File: src/rtl/uart_receiver.sv
// UART receive path: 16x-oversampled start/data/stop deserializer feeding a first-word-fall-through byte FIFO.
// Define RX_PARITY_EN to add a parity bit (PARITY_ODD selects odd parity) and the sticky PARERR flag.
module uart_receiver #(
  parameter int DEPTH = 16,
  parameter int OSR   = 16
) (
  input  logic                       CLK,
  input  logic                       NRST,
  input  logic                       EN,
  input  logic [7:0]                 BAUD,
  input  logic                       RX,
  input  logic                       RD,
  input  logic                       CLR,
`ifdef RX_PARITY_EN
  input  logic                       PARITY_ODD,
  output logic                       PARERR,
`endif
  output logic [7:0]                 DATAOUT,
  output logic [$clog2(DEPTH+1)-1:0] COUNT,
  output logic                       RXEMPTY,
  output logic                       RXFULL,
  output logic                       OVERRUN,
  output logic                       FRAMEERR,
  output logic [2:0]                 state_dbg
);

  localparam int AW = $clog2(DEPTH);
  localparam int CW = $clog2(DEPTH+1);
  localparam logic [3:0] SMP_MID  = 4'(OSR/2 - 1);
  localparam logic [3:0] SMP_LAST = 4'(OSR - 1);

  typedef enum logic [2:0] {S_IDLE, S_START, S_DATA, S_PARITY, S_STOP} state_e;

  state_e          state_q, state_d;
  logic [1:0]      sync_q;
  logic            rx_s;
  logic            prev_q, prev_d;
  logic [7:0]      tick_cnt_q, tick_cnt_d;
  logic            tick;
  logic [3:0]      smp_q, smp_d;
  logic [2:0]      bit_q, bit_d;
  logic [7:0]      shift_q, shift_d;
  logic            push_req, frame_set;
  logic [7:0]      mem_q [DEPTH];
  logic [AW-1:0]   wr_ptr_q, wr_ptr_d, rd_ptr_q, rd_ptr_d;
  logic [CW-1:0]   count_q, count_d;
  logic            ovr_q, ovr_d, fe_q, fe_d;
  logic            full, do_pop, do_push, ovr_set;
`ifdef RX_PARITY_EN
  logic            par_bad_q, par_bad_d, pe_q, pe_d, par_set;
`endif

  assign rx_s = sync_q[1];

  always_comb begin
    tick       = 1'b0;
    tick_cnt_d = 8'd0;
    if (EN) begin
      if (tick_cnt_q == BAUD) tick = 1'b1;
      else                    tick_cnt_d = tick_cnt_q + 8'd1;
    end
  end

  always_comb begin
    state_d   = state_q;
    smp_d     = smp_q;
    bit_d     = bit_q;
    shift_d   = shift_q;
    prev_d    = prev_q;
    push_req  = 1'b0;
    frame_set = 1'b0;
`ifdef RX_PARITY_EN
    par_bad_d = par_bad_q;
    par_set   = 1'b0;
`endif
    if (!EN) begin
      state_d = S_IDLE;
      smp_d   = 4'd0;
      bit_d   = 3'd0;
    end else if (tick) begin
      prev_d = rx_s;
      smp_d  = smp_q + 4'd1;
      case (state_q)
        S_IDLE: begin
          smp_d = 4'd0;
          bit_d = 3'd0;
`ifdef RX_PARITY_EN
          par_bad_d = 1'b0;
`endif
          // Only a falling edge starts a frame, so a stuck-low line cannot retrigger.
          if (!rx_s && prev_q) state_d = S_START;
        end
        S_START: if (smp_q == SMP_MID) begin
          smp_d   = 4'd0;
          state_d = rx_s ? S_IDLE : S_DATA;
        end
        S_DATA: if (smp_q == SMP_LAST) begin
          shift_d = {rx_s, shift_q[7:1]};
          bit_d   = bit_q + 3'd1;
`ifdef RX_PARITY_EN
          if (bit_q == 3'd7) state_d = S_PARITY;
`else
          if (bit_q == 3'd7) state_d = S_STOP;
`endif
        end
`ifdef RX_PARITY_EN
        S_PARITY: if (smp_q == SMP_LAST) begin
          if (rx_s != (^shift_q ^ PARITY_ODD)) begin
            par_set   = 1'b1;
            par_bad_d = 1'b1;
          end
          state_d = S_STOP;
        end
`endif
        S_STOP: if (smp_q == SMP_LAST) begin
`ifdef RX_PARITY_EN
          if (rx_s) push_req = !par_bad_q;
`else
          if (rx_s) push_req = 1'b1;
`endif
          else      frame_set = 1'b1;
          state_d = S_IDLE;
        end
        default: state_d = S_IDLE;
      endcase
    end
  end

  // RD pops the head when non-empty; a same-cycle pop frees the slot for a push into a full FIFO.
  always_comb begin
    full     = (count_q == CW'(DEPTH));
    do_pop   = RD && (count_q != '0);
    do_push  = push_req && (!full || do_pop);
    ovr_set  = push_req && full && !do_pop;
    wr_ptr_d = do_push ? wr_ptr_q + AW'(1) : wr_ptr_q;
    rd_ptr_d = do_pop  ? rd_ptr_q + AW'(1) : rd_ptr_q;
    count_d  = count_q + CW'(do_push) - CW'(do_pop);
    ovr_d    = ovr_set   | (ovr_q & ~CLR);
    fe_d     = frame_set | (fe_q  & ~CLR);
`ifdef RX_PARITY_EN
    pe_d     = par_set   | (pe_q  & ~CLR);
`endif
  end

  always_ff @(posedge CLK or negedge NRST) begin
    if (!NRST) begin
      sync_q     <= 2'b11;
      prev_q     <= 1'b1;
      tick_cnt_q <= 8'd0;
      state_q    <= S_IDLE;
      smp_q      <= 4'd0;
      bit_q      <= 3'd0;
      shift_q    <= 8'd0;
      wr_ptr_q   <= '0;
      rd_ptr_q   <= '0;
      count_q    <= '0;
      ovr_q      <= 1'b0;
      fe_q       <= 1'b0;
`ifdef RX_PARITY_EN
      par_bad_q  <= 1'b0;
      pe_q       <= 1'b0;
`endif
    end else begin
      sync_q     <= {sync_q[0], RX};
      prev_q     <= prev_d;
      tick_cnt_q <= tick_cnt_d;
      state_q    <= state_d;
      smp_q      <= smp_d;
      bit_q      <= bit_d;
      shift_q    <= shift_d;
      wr_ptr_q   <= wr_ptr_d;
      rd_ptr_q   <= rd_ptr_d;
      count_q    <= count_d;
      ovr_q      <= ovr_d;
      fe_q       <= fe_d;
`ifdef RX_PARITY_EN
      par_bad_q  <= par_bad_d;
      pe_q       <= pe_d;
`endif
    end
  end

  always_ff @(posedge CLK) begin
    if (do_push) mem_q[wr_ptr_q] <= shift_q;
  end

  assign DATAOUT   = (count_q == '0) ? 8'h00 : mem_q[rd_ptr_q];
  assign COUNT     = count_q;
  assign RXEMPTY   = (count_q == '0);
  assign RXFULL    = full;
  assign OVERRUN   = ovr_q;
  assign FRAMEERR  = fe_q;
  assign state_dbg = state_q;
`ifdef RX_PARITY_EN
  assign PARERR    = pe_q;
`endif

endmodule

File: config.mk
export PLATFORM = sky130hd
export DESIGN_NAME = uart_receiver
export DESIGN_NICKNAME = d
export VERILOG_FILES = /design/src/rtl/uart_receiver.sv
export SDC_FILE = /design/constraint.sdc
export NUM_CORES = 1
export LEC_CHECK = 0
export BUFFER_PORTS_ARGS = -buffer_cell sky130_fd_sc_hd__buf_2
export CORE_MARGIN = 2
export CORE_UTILIZATION = 47
export DETAILED_ROUTE_END_ITERATION = 7
export SYNTH_ARGS = -nofsm -noshare
export SYNTH_HDL_FRONTEND = slang
export SYNTH_SLANG_ARGS = --single-unit
File: constraint.sdc
create_clock -name CLK -period 4.1 [get_ports CLK]
set_clock_uncertainty 0.2 [all_clocks]
set_input_delay 0 -clock CLK [delete_from_list [all_inputs] [get_ports CLK]]
set_output_delay 0 -clock CLK [all_outputs]
set_load 0.02 [all_outputs]
After elaboration in Yosys (flattened, before gate mapping)
Memories as Yosys holds them, arrays and structs flattened.
Cells that the tools add are included.
{"block": "totals", "latch_bits": 0, "mem_bits_ro": 0, "inputBits": 14, "wordCells": 90, "ff_bits": 44, "mem_bits_rw": 128, "memories": 1}
{"memory": "mem_q", "depth": 16, "width": 8, "rd": 1, "rd_clocked_by_memory_dff": 0, "write_ports": 1, "line": "44", "text": "logic [7:0] mem_q [DEPTH];"}
{"block": "classes", "mux": 34, "n_reduce_logical": 16, "n_shift": 0, "mul": 0, "addsub": 7, "order_cmp": 0, "n_eq_ne": 15, "n_div": 0, "bitwise_logic": 5}
{"cell": "3-bit two-way mux", "n": 10}
{"cell": "8-bit two-way mux", "n": 3}
{"cell": "3-bit != test, second input constant", "n": 5}
{"cell": "1-bit two-way mux", "n": 14}
{"cell": "4-bit by 1-bit adder with 4-bit output, second input constant", "n": 3}
{"cell": "4-bit two-way mux", "n": 3}
{"cell": "3-bit one-hot mux with 4 select lines", "n": 1}
{"cell": "8-bit by 1-bit adder with 8-bit output, second input constant", "n": 1}
{"cell": "8-bit == test", "n": 1}
{"cell": "4-bit one-hot mux with 2 select lines", "n": 1}
{"cell": "3-bit == test, second input constant", "n": 2}
{"cell": "3-bit one-hot mux with 2 select lines", "n": 1}
{"cell": "6-bit AND reduction", "n": 1}
{"cell": "5-bit by 1-bit adder with 5-bit output", "n": 1}
{"cell": "5-bit == test, second input constant", "n": 1}
{"cell": "1-bit logical AND", "n": 5}
{"cell": "5-bit logical NOT", "n": 1}
{"cell": "5-bit nonzero test", "n": 1}
{"cell": "5-bit by 1-bit subtractor with 5-bit output", "n": 1}
{"cell": "4-bit by 3-bit == test with 1-bit output, second input constant", "n": 1}
{"cell": "4-bit == test, second input constant", "n": 1}
{"cell": "4-bit AND reduction", "n": 1}
{"cell": "3-bit by 1-bit adder with 3-bit output, second input constant", "n": 1}
{"cell": "3-bit by 1-bit == test with 1-bit output, second input constant", "n": 1}
{"cell": "other kinds (12)", "n": 16}

Longest topological paths before layout
Gate-level depths: netlist of the first run.
{"block": "logic_depth", "ltp_word": 8, "ltp_mapped": 15, "depth_no_buf": 14}

Worst setup path after synthesis of the first run
OpenSTA, ideal clock, no wires.
{"block": "synth_timing", "kind": "reg2reg", "startpoint": "register count_q[3] (netlist: COUNT[3])", "endpoint": "register count_q[4] (netlist: COUNT[4])", "arrival_time_ns": 3.087, "path_buffers": 1, "required_ns": 3.775, "path_slack_ns": 0.688, "path_stages_with_launch": 15, "path_cell_list": "dfrtp_1 -> inv_1 -> ha_1 -> nor4b_1 -> nor2b_1 -> clkbuf_1 -> o31ai_1 -> ha_1 -> inv_1 -> fa_1 -> inv_1 -> a21oi_1 -> nor2_1 -> nor2_1 -> xnor2_1"}
{"block": "synth_via", "elab_chain_cells": 6, "word_cells_on_any_way": 8, "classes_between": "add/sub: 2; eq/ne: 1; reduce/logical: 5"}
{"item": "from (decl)", "line": "46", "text": "logic [CW-1:0] count_q, count_d;"}
{"item": "from (signal assigned)", "line": "173", "text": "count_q <= count_d;"}
{"item": "5-bit == test / 5-bit nonzero test (equally long branches)", "line": "131, 132"}
{"item": "1-bit logical NOT / 1-bit logical AND (equally long branches)", "line": "133, 132"}
{"item": "1-bit logical OR", "line": "133", "text": "do_push = push_req && (!full || do_pop);"}
{"item": "1-bit logical AND", "line": "133"}
{"item": "5-bit by 1-bit adder with 5-bit output", "line": "137", "text": "count_d = count_q + CW'(do_push) - CW'(do_pop);"}
{"item": "5-bit by 1-bit subtractor with 5-bit output *", "line": "137"}
{"item": "via count_d[4]", "line": "46"}
The timed path passes the listed nets; every way through them passes the cells marked *.
A chain may end at the register's enable or synchronous reset.

Final worst setup path of the first run
{"block": "layout_timing", "startpoint": "register tick_cnt_q[5]", "endpoint": "register count_q[4] (netlist: COUNT[4])"}
{"block": "layout_via", "elab_chain_cells": 8}
{"item": "from (decl)", "line": "38", "text": "logic [7:0] tick_cnt_q, tick_cnt_d;"}
{"item": "from (signal assigned)", "line": "166", "text": "tick_cnt_q <= tick_cnt_d;"}
{"item": "8-bit == test", "line": "59", "text": "if (tick_cnt_q == BAUD) tick = 1'b1;"}
{"item": "1-bit two-way mux", "line": "59"}
{"item": "1-bit two-way mux", "line": "58", "text": "if (EN) begin"}
{"item": "1-bit two-way mux", "line": "80", "text": "end else if (tick) begin"}
{"item": "1-bit two-way mux", "line": "76", "text": "if (!EN) begin"}
{"item": "1-bit logical AND", "line": "133"}
{"item": "5-bit by 1-bit adder with 5-bit output", "line": "137"}
{"item": "5-bit by 1-bit subtractor with 5-bit output", "line": "137"}
{"item": "via count_d[4]", "line": "46"}
The timed path passes the listed nets, and every way through them passes these cells.

==> summary.txt, run 1 <==
Logic synthesis
  • YS warnings: 0
  • Seq cells post-synth: 172
  • Dominant synthesized flop cell: edfxtp_1
  • Most frequent cell after synthesis: edfxtp_1
  • EDFF count, synth: 128
  • Post-synthesis cell type count: 45
  • Top cells by count, synth: 128 x edfxtp_1, 41 x dfrtp_1, 32 x mux4_2, 25 x nor2_1, 23 x nand2_1
  • Cell area after synthesis: 0.00723 mm2
  • Syn Inst Count: 433
  • Async SR Flop Fraction: 25.6%
  • Ranking of synthesized cells by area: edfxtp_1 53%, dfrtp_1 14%, mux4_2 10%, mux2i_1 3.0%, ha_1 2.4%
  • Syn Nets: 462
  • Sequential share of the synthesized area: 68.4%
  • Post-synth top area share: 53.2%
  • Yosys top cell by area: edfxtp_1
  • Syn Area/Cell: 16.7 um2

CTS
  • Clock Sinks: 172
  • Reg clk slew, reported paths: 60 ps
  • Clock insertion delay at the later pin of the skew report: 420 ps
  • Buffer count from post-CTS setup fixing: 0
  • CTS H-tree depth: 4
  • CTS buffer count: 17
  • CTS tree: built
  • Clock tree buffer depth: 2
  • Root Buffer: clkbuf_16

Cells and area
  • FILL cells: 1,193
  • Nets: 512
  • ANT cells: 0
  • Layout cells sized above 1: 24.4%
  • Layout area overhead: 14.5%
  • Register Area: 0.00495 mm2
  • Core Util, Final: 54.9%
  • Multi-input gate area: 0.00215 mm2
  • Final Non-Filler Cells: 684
  • Post-route cell area: 0.00828 mm2

Placement
  • Placed standard-cell area: 0.00762 mm2
  • DP Worst Slack: 823 ps
  • Gpl congestion: 0.807
  • Placed cell count: 644
  • Final HPWL DP: 9.10 mm
  • PortBufs: 33

Setup path
  • Critical Path Source Type: flop
  • CP Data Required Time: 4200 ps
  • CP endpoint kind: flop
  • WS Path Type: flop to flop
  • Worst Path Max Fanout: 9
  • Arr. time, crit path: 3370 ps

Power and ir drop
  • Psw: 1.10 mW
  • Sw frac: 25.7%
  • Power, Total: 4.27 mW
  • Int Pwr: 3.17 mW
  • Clock Power Share: 36.7%
  • Worst VDD drop: 0.310 mV
  • Static Leak: 3.42 nW
  • Power per Cell Area: 515 mW/mm2
  • Sequential share of power: 49.7%
  • Logic pwr share: 13.5%

Timing
  • Final hold violations: 0
  • Slew at the pin closest to its max-slew limit: 1030 ps
  • Final Max Slew Viols: 0
  • Final WS setup: 831 ps
  • Final setup violation count: 0
  • Worst slew margin: 31.1%
  • RSZ-0062 raised after global routing: false
  • Final worst path period need: 3270 ps
  • Fin Hold WS: 17.2 ps
  • Peak Freq: 306 MHz
  • Period Utilization, post-route: 79.7%
  • Final setup TNS: 0 ps

Route
  • Post-route ant nets: 0
  • Vias per cell: 5.55
  • TritonRoute pass-1 iters: 4
  • # DRC: 0
  • Initial DRC Count: 269
  • Via count: 3,798
  • Routed WL per cell: 20.4 um
  • Detailed Route WL: 14.0 mm

Die
  • Die height: 128 um
  • Core ar.: 0.0151 mm2
  • Die Width: 128 um
  • Starting density of the core: 47.9%
  • Ports: 34
  • Row count: 45
  • Die area: 0.0164 mm2

Global routing
  • Met3 usage: 3.76%
  • Grt ovf: 0
  • Antenna violations before repair: 0
  • Busiest grt layer: met2
  • Vias in the first global route: 3,985
  • All-layer global routing usage: 18.6%
  • First-pass GRT wire length: 22.1 mm
  • Largest net degree at the start of global routing: 45
  • Met1 usage: 24.4%
  • Met2 global-route usage: 30.5%

Hold path
  • Tightest Hold Check Type: input port to flop

Run
  • # Max-Cap Violations: 0

Outcome
  • Run status: finished clean
==> area by class of cell <==
type,instances,share of cell area (%)
flip-flops and latches,172,59.8
multi-input cells,228,26.0
clock buffers,25,5.88
repair buffers,50,3.78
well taps,188,2.84
clock inverters,7,1.07
inverters,14,0.635
==> routing by layer <==
layer,up-vias,wire (um),share of wire [%]
li1,1764,-,-
met1,1936,6150,44
met2,79,7010,50
met3,19,574,4.1
met4,0,255,1.8
met5,-,0,0
==> worst max-delay path: stages (launching register included) <==
cell and delay, ps:
dfrtp_1 420, xor2_1 180, or4_4 580, nor2_2 300
nand3_1 140, o31ai_1 270, ha_1 210, inv_1 50
fa_1 400, inv_1 70, a21oi_1 60, nor2_1 100
nor2_1 60, xnor2_1 110
==> registers in the layout (all words and copies together) (netlist names) <==
name        cells
mem_q         128
tick_cnt_q      8
bit_q           3
sync_q          2
prev_q          1
smp_q           4
COUNT           5
OVERRUN         1
shift_q         8
wr_ptr_q        4
rd_ptr_q        4
state_dbg       3
FRAMEERR        1
==> power groups by stage <==
stage                     clock network (mW)  logic [mW]  registers (mW)
after floorplan                            0       0.555            2.01
after global placement                     0       0.575            2.17
after detailed placement                   0       0.583            2.17
after CTS                               1.61       0.592            2.13
after global routing                    1.68       0.638            2.15
final                                   1.57       0.577            2.12
==> kinds of logic (layout without fill, tap and decap cells) <==
group	Yosys count	after routing	share of synthesized area [%]
AO/OA/AOI/OAI	30	30	2.75
XOR/XNOR	24	24	2.91
adder cells (fa/ha/maj)	15	15	2.70
buffers and inverters	33	96	1.82
flip-flops	172	172	68.4
multiplexers	64	64	14.6
AND/OR/NAND/NOR	95	95	6.82
==> repair_timing <==
item                       CTS  global route
hold buffers                 8             0
resized for setup            0             0
setup endpoints to repair    0             0
hold endpoints to repair    68             0
==> cells in the final DEF, fill, tap and decap left out, types with 5 or more instances in the layout <==
cell	instances
nor2_1	25
clkbuf_16	18
nand3_1	9
nor3_1	6
o22ai_1	8
and3_1	5
xor2_1	11
clkbuf_1	6
xnor2_1	13
mux2i_1	22
buf_2	33
dfrtp_1	39
mux4_2	32
nand2_1	23
ha_1	14
nand2b_1	5
edfxtp_1	128
dlygate4sd3_1	8
a21oi_1	5
inv_1	14
buf_4	9
mux2_2	10
==> path summary, 6_finish.rpt <==
| check | start | end | cells past startpoint | slack (ps) |
|---|---|---|---|---|
| max in group asynchronous | NRST | rd_ptr_q[0]$_DFFE_PN0P_ | 2 | 2910 |
| min in group asynchronous | NRST | tick_cnt_q[2]$_DFF_PN0_ | 2 | 90 |
| max | tick_cnt_q[5]$_DFF_PN0_ | COUNT[4]$_DFF_PN0_ | 13 | 830 |
| min reg2reg | sync_q[0]$_DFF_PN1_ | sync_q[1]$_DFF_PN1_ | 0 | 150 |
| max reg2reg | tick_cnt_q[5]$_DFF_PN0_ | COUNT[4]$_DFF_PN0_ | 13 | 830 |
| min | BAUD[4] | wr_ptr_q[0]$_DFFE_PN0P_ | 5 | 20 |
(Power assumes the default switching activity.)
==> run 2, diff against run 1 <==
Settings changed: PLACE_DENSITY set to 0.66.
Clock period 4.1 ns to 2.9 ns, I/O delays scaled along.
==> summary.txt, run 2 (synthesis gave the netlist of run 1 again) <==
Setup path
  • R2R depth: 13 (unchanged)
  • Crit path max-delay family: simple AND/OR/NAND/NOR gates
  • Arr. time, crit path: 2960 ps (-410 ps)
  • Critical path buffers and inverters: 2 (unchanged)
  • Reg-to-reg endpoint: COUNT[4]$_DFF_PN0_
  • R2R setup slack: 40 ps (-790 ps)
  • RR Startpoint: tick_cnt_q[6]$_DFF_PN0_
  • Worst Path Max Fanout: 2 (-7)
  • Slowest stage delay, CP: 560 ps (-20 ps)
  • Slowest CP cell: or4_4
  • CP Data Required Time: 3000 ps (-1200 ps)
  • Top cell by count, worst path: nor2_1
  • CP endpoint kind: flop
  • WS Path Type: flop to flop
  • Critical Path Source Type: flop
  • CP Cell Sequence: xor2_1 -> or4_4 -> nor2_4 -> nand3_2 -> o31ai_2 -> ha_2 -> inv_1 -> fa_2 -> inv_2 -> a21oi_1 -> nor2_1 -> nor2_1 -> xnor2_1
  • Worst setup path startpoint: tick_cnt_q[6]$_DFF_PN0_

Global routing
  • Largest net degree at the start of global routing: 45 (unchanged)
  • First-pass GRT wire length: 21.7 mm (-1.9%)
  • Vias in the first global route: 4,031 (+1.2%)
  • Grt ovf: 0 (unchanged)
  • Antenna violations before repair: 0 (unchanged)
  • All-layer global routing usage: 18.1% (-0.42 points)

Cells and area
  • Core Util, Final: 56.8% (+1.9 points)
  • Commonest cells after routing, fill and taps aside: 128 x edfxtp_1, 40 x dfrtp_1, 37 x buf_4
  • Most common cell after layout, fill and taps aside: edfxtp_1
  • ANT cells: 0 (unchanged)
  • FILL cells: 1,174 (-1.6%)
  • Final Non-Filler Cells: 712 (+4.1%)
  • Layout area overhead: 18.5%
  • Largest Register: mem_q
  • Max reg flops: 128 (unchanged)
  • Biggest regs: mem_q (128), shift_q (8), tick_cnt_q (8)
  • Nets: 540 (+5.5%)
  • Layout cells sized above 1: 31.1% (+6.7 points)

Route
  • Post-route ant nets: 0 (unchanged)
  • # DRC: 0 (unchanged)
  • Initial DRC Count: 316 (+17%)
  • Detailed Route WL: 13.8 mm (-1.7%)
  • Vias per cell: 5.51 (-0.77%)
  • Via count: 3,923 (+3.3%)
  • Routed WL per cell: 19.3 um (-5.5%)
  • TritonRoute pass-1 iters: 4 (unchanged)

CTS
  • CTS tree: built
  • Clock tree buffer depth: 2 (unchanged)
  • CTS H-tree depth: 4 (unchanged)
  • CTS buffer count: 17 (unchanged)
  • Reg clk slew, reported paths: 60 ps (about the same)
  • Clock insertion delay at the later pin of the skew report: 420 ps (about the same)
  • Root Buffer: clkbuf_16
  • Clock Sinks: 172 (unchanged)

Timing
  • RSZ-0062 raised after global routing: true
  • Final Max Slew Viols: 0 (unchanged)
  • Final hold violations: 0 (unchanged)
  • Final worst path period need: 2860 ps (-413 ps)
  • Slew at the pin closest to its max-slew limit: 979 ps (-55.1 ps)
  • Final WS setup: 44.8 ps (-787 ps)
  • Final setup TNS: 0 ps (unchanged)
  • Worst slew margin: 34.7% (+3.7 points)
  • Peak Freq: 350 MHz (+14%)
  • Period Utilization, post-route: 98.5% (+19 points)
  • Final setup violation count: 0 (unchanged)

Placement
  • DP Worst Slack: -22.6 ps (-845 ps)
  • Final HPWL DP: 9.02 mm (-0.91%)
  • Placed cell count: 670 (+4.0%)
  • Gpl congestion: 0.786 (-2.7%)
  • PortBufs: 33 (unchanged)

Die
  • Die height: 128 um (unchanged)
  • Starting density of the core: 47.9% (unchanged)
  • Row count: 45 (unchanged)
  • Ports: 34 (unchanged)
  • Core ar.: 0.0151 mm2 (unchanged)
  • Die area: 0.0164 mm2 (unchanged)
  • Die Width: 128 um (unchanged)

Power and ir drop
  • Static Leak: 3.61 nW (+5.4%)
  • Clock Power Share: 36.7% (about the same)
  • Psw: 1.62 mW (+48%)
  • Logic pwr share: 17.5% (+4.0 points)
  • Worst VDD drop: 0.388 mV (+25%)
  • Int Pwr: 4.55 mW (+44%)
  • Sw frac: 26.3% (+0.59 points)
  • Power, Total: 6.18 mW (+45%)
  • Sequential share of power: 45.7% (-4.0 points)
  • Power per Cell Area: 720 mW/mm2 (+40%)

Hold path
  • Critical hold path startpoint: RX
  • Min-Delay Path Depth: 2 (-3)
  • Worst Hold End: sync_q[0]$_DFF_PN1_
  • Tightest Hold Check Type: input port to flop

Outcome
  • Run status: finished clean

Run
  • # Max-Cap Violations: 0 (unchanged)
run 2: cell count changes in the layout (fill, tap and decap cells not counted), moves of 2 or more:
cell,before,now
buf_4,9,37
inv_6,0,3
clkbuf_1,6,0
clkinv_4,1,3
clkinv_1,0,2
nor3_1,6,2
nor3_2,0,4
run 2: worst max-delay path by stage:
stage	to	cells past startpoint
final	COUNT[4]$_DFF_PN0_	13
after global routing	COUNT[4]$_DFF_PN0_	13
after CTS	COUNT[4]$_DFF_PN0_	13
after detailed placement	COUNT[4]$_DFF_PN0_	13
after global placement	COUNT[4]$_DFF_PN0_	13
after floorplan	COUNT[4]$_DFF_PN0_	13
run 2: worst register-to-register path, stage by stage (launching register included):
cell and delay, ps:
dfrtp_1 390, xor2_1 160, or4_4 560, nor2_4 120, nand3_2 110, o31ai_2 250, ha_2 210, inv_1 50
fa_2 340, inv_2 50, a21oi_1 60, nor2_1 90, nor2_1 60, xnor2_1 110
run 2: power groups by stage:
| stage | Combinational (mW) | Clock [mW] | Sequential (mW) |
|---|---|---|---|
| 3_5_place_dp | 1.09 | 0 | 2.88 |
| 3_3_place_gp | 1.07 | 0 | 2.87 |
| 4_1_cts | 1.10 | 2.31 | 2.83 |
| 2_1_floorplan | 0.793 | 0 | 2.86 |
| 5_1_grt | 1.18 | 2.43 | 2.84 |
| 6_report | 1.08 | 2.27 | 2.82 |
run 2: metrics by stage:
| stage | cell area, um2 | hold slack, ps |
|---|---|---|
| 2_1_floorplan | 7270 | -496 |
| 3_3_place_gp | 7870 | -81.8 |
| 3_5_place_dp | 7870 | -81.1 |
| 4_1_cts | 8550 | 23.2 |
| 5_1_grt | 8570 | 15.1 |
| 6_report | 8570 | 34.4 |
run 2: area by class of cell:
class	instances	area (um2)	area share [%]
flip-flops and latches	172	4950	57.7
clock inverters	15	170	1.99
repair buffers	78	533	6.22
well taps	188	235	2.74
multi-input cells	228	2210	25.7
clock buffers	17	425	4.96
inverters	14	52.6	0.613
run 2: metal layers:
| layer | share of wire, % | track usage, % |
|---|---|---|
| met5 | 0 | 0 |
| met4 | 2.8 | 8.27 |
| met3 | 4.2 | 4.34 |
| met2 | 48 | 28.3 |
| met1 | 45 | 24.4 |
run 2: repair_timing:
item / CTS / global route
gates resized for setup: 2 / 3
setup buffers: 1 / 2
pin swaps: 3 / 2
setup endpoints to repair: 1 / 130
hold endpoints to repair: 65 / 0
hold buffers: 7 / 0
